$ cat src/rtl/cpu_boot_sequencer.sv
// cpu_boot_sequencer: loads CPU memories from a host stream, releases CPU reset, collects Out_R (watchdog under CPU_WATCHDOG_EN)
module cpu_boot_sequencer #(
  parameter int ADDR_W         = 16,
  parameter int DATA_W         = 16,
  parameter int SETTLE_CYCLES  = 2,
  parameter int TIMEOUT_CYCLES = 4096
)(
  input  logic              clk_i,
  input  logic              rst_i,
  input  logic              start_i,
  input  logic              abort_i,
  input  logic              ld_valid_i,
  output logic              ld_ready_o,
  input  logic              ld_sel_i,
  input  logic [ADDR_W-1:0] ld_addr_i,
  input  logic [DATA_W-1:0] ld_data_i,
  input  logic              ld_last_i,
  output logic              ex_iwe_o,
  output logic              ex_dwe_o,
  output logic [ADDR_W-1:0] ex_addr_o,
  output logic [DATA_W-1:0] ex_data_o,
  output logic              cpu_rst_n_o,
  input  logic              cpu_done_i,
  input  logic [DATA_W-1:0] cpu_out_i,
  output logic              busy_o,
  output logic              done_o,
  output logic              timeout_o,
  output logic [DATA_W-1:0] result_o,
  output logic [31:0]       run_cycles_o
);
  typedef enum logic [1:0] {IDLE, LOAD, SETTLE, RUN} state_t;
  state_t            state_q, state_d;
  logic [31:0]       settle_q, settle_d, run_q, run_d, run_inc, run_cycles_q;
  logic              xfer, done_hit, wd_hit;
  logic              ld_ready_q, iwe_q, dwe_q, cpu_rst_n_q, busy_q, done_q;
  logic [ADDR_W-1:0] addr_q;
  logic [DATA_W-1:0] data_q, result_q;
  assign xfer     = ld_valid_i & ld_ready_q & ~abort_i;
  assign done_hit = (state_q == RUN) & cpu_done_i & ~abort_i;
  assign run_inc  = &run_q ? run_q : run_q + 32'd1;
`ifdef CPU_WATCHDOG_EN
  logic timeout_q;
  assign wd_hit    = (state_q == RUN) & ~cpu_done_i & ~abort_i & (run_q == 32'(TIMEOUT_CYCLES - 1));
  assign timeout_o = timeout_q;
`else
  assign wd_hit    = 1'b0;
  assign timeout_o = 1'b0;
`endif
  assign ld_ready_o   = ld_ready_q;
  assign ex_iwe_o     = iwe_q;
  assign ex_dwe_o     = dwe_q;
  assign ex_addr_o    = addr_q;
  assign ex_data_o    = data_q;
  assign cpu_rst_n_o  = cpu_rst_n_q;
  assign busy_o       = busy_q;
  assign done_o       = done_q;
  assign result_o     = result_q;
  assign run_cycles_o = run_cycles_q;
  // next state and settle/run counters; abort overrides every state
  always_comb begin
    state_d  = state_q;
    settle_d = settle_q;
    run_d    = run_q;
    if (abort_i) state_d = IDLE;
    else case (state_q)
      IDLE:   state_d = start_i ? LOAD : IDLE;
      LOAD: begin
        if (xfer && ld_last_i) begin
          state_d  = SETTLE;
          settle_d = 32'd0;
        end
      end
      SETTLE: begin
        if (settle_q == 32'(SETTLE_CYCLES - 1)) begin
          state_d = RUN;
          run_d   = 32'd0;
        end else settle_d = settle_q + 32'd1;
      end
      RUN: begin
        if (cpu_done_i || wd_hit) state_d = IDLE;
        else run_d = run_inc;
      end
      default: state_d = IDLE;
    endcase
  end
  // state, registered outputs, write strobes and result capture
  always_ff @(posedge clk_i) begin
    if (rst_i) begin
      state_q      <= IDLE;
      settle_q     <= '0;
      run_q        <= '0;
      ld_ready_q   <= 1'b0;
      iwe_q        <= 1'b0;
      dwe_q        <= 1'b0;
      addr_q       <= '0;
      data_q       <= '0;
      cpu_rst_n_q  <= 1'b0;
      busy_q       <= 1'b0;
      done_q       <= 1'b0;
      result_q     <= '0;
      run_cycles_q <= '0;
`ifdef CPU_WATCHDOG_EN
      timeout_q    <= 1'b0;
`endif
    end else begin
      state_q     <= state_d;
      settle_q    <= settle_d;
      run_q       <= run_d;
      ld_ready_q  <= state_d == LOAD;
      cpu_rst_n_q <= state_d == RUN;
      busy_q      <= state_d != IDLE;
      iwe_q       <= xfer & ~ld_sel_i;
      dwe_q       <= xfer & ld_sel_i;
      done_q      <= done_hit;
      if (xfer) begin
        addr_q <= ld_addr_i;
        data_q <= ld_data_i;
      end
      if (done_hit) begin
        result_q     <= cpu_out_i;
        run_cycles_q <= run_inc;
      end
`ifdef CPU_WATCHDOG_EN
      timeout_q <= wd_hit;
      if (wd_hit) run_cycles_q <= 32'(TIMEOUT_CYCLES);
`endif
    end
  end
endmodule

$ cat config.mk
export PLATFORM = sky130hd
export DESIGN_NAME = cpu_boot_sequencer
export DESIGN_NICKNAME = d
export VERILOG_FILES = /design/src/rtl/cpu_boot_sequencer.sv
export SDC_FILE = /design/constraint.sdc
export NUM_CORES = 1
export LEC_CHECK = 0
export CORE_MARGIN = 4
export CORE_UTILIZATION = 51
export CTS_BUF_LIST = sky130_fd_sc_hd__clkbuf_16
export CTS_CLUSTER_SIZE = 12
export DETAILED_ROUTE_END_ITERATION = 10
export PLACE_DENSITY = 0.84
export SYNTH_ARGS = -nofsm -noshare
export SYNTH_HDL_FRONTEND = slang
export SYNTH_SLANG_ARGS = --single-unit
$ cat constraint.sdc
create_clock -name clk_i -period 2.8 [get_ports clk_i]
set_clock_uncertainty 0.05 [all_clocks]
set_input_delay 0.42 -clock clk_i [delete_from_list [all_inputs] [get_ports clk_i]]
set_output_delay 0.42 -clock clk_i [all_outputs]
set_load 0.05 [all_outputs]
Word-level counts from Yosys, hierarchy flattened:

Cells that the tools add are included.

* bits in registers: 152
* input port bits: 56
* output and inout port bits: 87
* word-level logic and storage cells: 54

* add/subtract/negate cells: 2
* equality and inequality tests: 10
* muxes and demuxes: 13
* bitwise logic cells: 8
* reduce and logical (&&, ||, !) cells: 8

Operators with widths (count)
* 32-bit two-way mux: 5
* 32-bit one-hot mux with 2 select lines: 2
* 32-bit by 1-bit adder with 32-bit output (second input constant): 2
* 32-bit by 1-bit == test with 1-bit output (second input constant): 1
* 32-bit AND reduction: 1
* 2-bit two-way mux: 4
* 2-bit != test (second input constant): 4
* 2-bit one-hot mux with 4 select lines: 1
* 4-bit AND reduction: 2
* 1-bit AND: 6
* 2-bit == test (second input constant): 3
* 2-bit nonzero test: 3
* 2-bit by 1-bit == test with 1-bit output (second input constant): 2
* 2-bit zero test: 1
* 1-bit NOT: 2
* 1-bit logical AND: 1
* 1-bit two-way mux: 1

Longest topological paths before layout:

* depth after elaboration: 7
* depth in mapped cells: 10

Worst setup path after synthesis:

OpenSTA, ideal clock, no wires.

* path type: reg2reg
* start point: register ld_ready_q, in the netlist ld_ready_o
* end point: register settle_q[0]
* arrival: 2.122 ns
* path slack: 0.500 ns
* stages on the path, launching flop included: 7
* path buffers: 1
* clock period less this slack: 2.300 ns
* path through: dfxtp_1 nand3_1 a21oi_1 o21ai_2 o21ai_1 clkbuf_1 nor2_1

* longest elaborated chain between the ends: 5

Ends and longest elaborated chain
* start: declaration: line 35 `logic ld_ready_q, iwe_q, dwe_q, cpu_rst_n_q, busy_q, done_q;`
* start signal: assignment: line 92 `ld_ready_q <= 1'b0;`
* start signal: assignment: line 109 `ld_ready_q <= state_d == LOAD;`
* 1-bit AND (2 in a row): line 38 `assign xfer = ld_valid_i & ld_ready_q & ~abort_i;`
* 1-bit logical AND: line 68 `if (xfer && ld_last_i) begin`
* 2-bit != test (no line)
* 4-bit AND reduction (no line)
* end signal: assignment: line 107 `settle_q <= settle_d;`
* end: declaration: line 33 `logic [31:0] settle_q, settle_d, run_q, run_d, run_inc, run_cycles_q;`

Every way passes these cells.
A chain may end at the register's enable or synchronous reset.

Worst setup path in the final report:

* start point: register run_q[0]
* end point: register run_q[28]

* longest elaborated chain between the ends: 4
* elaborated cells between the ends (all ways): 5

Ends and longest elaborated chain
* start: declaration: line 33
* start signal: assignment: line 108 `run_q <= run_d;`
* 32-bit by 1-bit adder with 32-bit output / 32-bit AND reduction (equally long branches): line 40 `assign run_inc = &run_q ? run_q : run_q + 32'd1;`
* 32-bit two-way mux *: line 40
* 32-bit two-way mux *: line 80 `if (cpu_done_i || wd_hit) state_d = IDLE;`
* 32-bit one-hot mux with 2 select lines *: line 65 `else case (state_q)`

Every way passes the cells marked *; elsewhere a longest branch is shown, timed or not. The select of a mux whose other input is x is not followed.

==> reports/metrics.cfg <==
[outcome]
status=complete, no violations

[worst_setup_path]
reg2regPathDepth=7
cp.arrival_ns=2.73
path_class=flip-flop to flip-flop
end_kind=flip-flop
cp.required_ns=3.07
cp_max_fo=6
start_kind=flip-flop

[cts]
hold_buffers=0
post_cts_buffers=0
clockBufferDepth=2
path_clk_slew_ns=0.06
cts-root-buf=clkbuf_16
numCtsBuffers=17
cts_tree=built
cts_sinks=152
insertion_delay_ns=0.43
htree_num_levels=4
cts_resized=0

[synthesis]
synth_ff_type=dfxtp_1
synthDistinctLibCells=63
synth-seq-area-share_pct=44.3
ys_ff_latch=152
async_flop_share_pct=0
syn_area_per_cell_um2=8.10
syn-num-nets=911
synth-edff-count=0
syn_area_um2=6870
synth_warnings=0
netlist_instances=848

[sta]
min_period_ns=2.46
rsz0062_at_grt=no
worstMarginPinSlew_ns=0.733
hold_viol=0
fin_setup_tns_ns=0
fin_crit_sh_pct=88.0
finalMaxSlewViolations=0
max_freq_mhz=406
slew_headroom_pct=50.9
finalSetupViolCount=0

[pwr]
p_leak_nw=3.11
power.density_nw_per_um2=493
peakVddDrop_mv=0.420

[layout]
instances_no_fill=1170
drive_gt1_share_pct=7.04
multi_input_area_um2=3550
regArea_um2=3040
antenna_cells=0
num-nets-final=1046
final_common_cell=dfxtp_1
fillers=1085
final_cell_mix=152 x dfxtp_1, 140 x clkdlybuf4s50_1, 135 x nand2_1, 105 x a21oi_1, 59 x nor2_1
area_delta_synth_final_pct=31.1
fin_area_um2=9010

[detailed_routing]
firstDrtPassIters=6
routed_via_density=5.61
drc=0
antenna_left=0
drt_iter0_drc=532
drt-total-wl_um=18200
wl_per_cell_um=15.6
via_count=6565

[place]
io_buffers=141
dp.cells=1140
dpl.hpwl_um=12800
placed_cell_area_um2=8490
gp_congestion=0.937

[die]
rows=42
core_um2=13200
io_pins=143
die_area_um2=15400
die_x_um=124
start_util_pct=51.9
dieHeight_um=124

[run]
maxCapViolations=0

[global_route]
antenna_found_initial=0
grt-ovfl-total=0
grt_start_max_net_pins=64
grt_pass1_vias=5849
grt_first_pass_wirelength_um=28500
grtUsageTotal_pct=23.3

[worst_hold_path]
hold_depth=2
hold_path.class=input port to flip-flop

critical path: stages, from the launching register on:
cell and delay (ns):
dfxtp_1 0.43, ha_1 0.28, nand3_1 0.14, or3_1 0.51
or4_4 0.61, nor3b_1 0.16, o21ai_1 0.11, o31ai_1 0.08
Yosys cell counts, types with 2 or more instances:
master | instances | share of area [%]
or4_1 | 2 | 0.22
nor3_1 | 25 | 1.8
or2_2 | 3 | 0.27
nor4_1 | 18 | 1.6
a211oi_1 | 3 | 0.33
nand2_1 | 135 | 7.4
a21oi_1 | 105 | 7.6
nor3b_1 | 5 | 0.55
and2_1 | 2 | 0.18
and4_1 | 9 | 1.1
inv_1 | 17 | 0.93
o2111ai_1 | 2 | 0.25
buf_2 | 7 | 0.51
and3_1 | 10 | 0.91
o211ai_1 | 8 | 0.87
nor2_1 | 60 | 3.3
nor2b_1 | 6 | 0.55
nand3_1 | 30 | 2.2
clkbuf_1 | 36 | 2.0
o41ai_1 | 2 | 0.25
or4_4 | 2 | 0.33
nand4_1 | 18 | 1.6
clkbuf_2 | 2 | 0.15
o31ai_1 | 4 | 0.44
a31oi_1 | 6 | 0.55
nor3_2 | 2 | 0.29
xor2_1 | 20 | 2.5
xnor2_1 | 28 | 3.6
ha_1 | 7 | 1.3
o21ai_0 | 52 | 3.8
nand2b_1 | 2 | 0.18
o211a_1 | 2 | 0.29
a21o_1 | 11 | 1.2
nor4b_1 | 2 | 0.25
a21boi_0 | 3 | 0.33
o21ai_1 | 4 | 0.29
nand3b_1 | 2 | 0.22
buf_1 | 3 | 0.16
dfxtp_1 | 152 | 44
or3_1 | 16 | 1.5
a311oi_1 | 2 | 0.25
buf_4 | 2 | 0.22
flip-flops by register name, summed over array words and instances, names as in the netlist, 2 cells and up:
signal and flops:
run_cycles_o 32, run_q 32, settle_q 32, ex_addr_o 16, ex_data_o 16, result_o 16, state_q 2
per-layer routing:
metal | vias up | wire length, um | GRT usage (%)
met5 | - | 0 | 0
met4 | 0 | 323 | 6.84
met3 | 28 | 1170 | 5.72
met2 | 217 | 8970 | 38.0
met1 | 3056 | 7780 | 30.7
li1 | 3264 | - | -
cell type report:
class	instances	share of cell area, %
Clock inverter	13	1.03
Sequential cell	152	33.8
Clock buffer	17	4.72
Inverter	17	0.708
Multi-Input combinational cell	628	39.4
Tap cell	176	2.44
Timing Repair Buffer	167	17.9
metrics by stage:
stage	util [%]	total power [mW]	hold WS [ns]	setup slack, ns
2_1_floorplan	-	2.32	0.422	0.500
3_3_place_gp	64.1	2.44	0.390	0.407
3_5_place_dp	64.1	2.44	0.393	0.372
4_1_cts	68.0	4.47	0.327	0.341
5_1_grt	68.0	4.58	0.353	0.141
6_report	68.0	4.44	0.348	0.336
where the power goes:
group          internal (mW)  switching, mW  total, mW
Combinational          0.102          0.112      0.214
Sequential              2.17        0.00522       2.18
Clock                   1.19          0.862       2.05
Total                   3.46          0.979       4.44
cells by family (layout without fill, tap and decap cells):
kind of cell | count (synthesis) | count (layout) | share of synthesized area [%]
other | 1 | 1 | 0.0546
XOR/XNOR | 48 | 48 | 6.12
flip-flops | 152 | 152 | 44.3
buffers and inverters | 68 | 214 | 4.10
adder cells (fa/ha/maj) | 7 | 7 | 1.27
multiplexers | 2 | 2 | 0.309
AND/OR/NAND/NOR | 357 | 357 | 26.0
AO/OA/AOI/OAI | 213 | 213 | 17.9
worst paths after layout:
check / from / end / slack (ns)
worst max-delay path: run_q[0] / run_q[28] / 0.34
worst min-delay path: rst_i / run_cycles_o[10] / 0.35
worst max register to register: run_q[0] / run_q[28] / 0.34
worst min register to register: run_cycles_o[10] / run_cycles_o[10] / 0.40
Power figures use the tool's default switching activity.
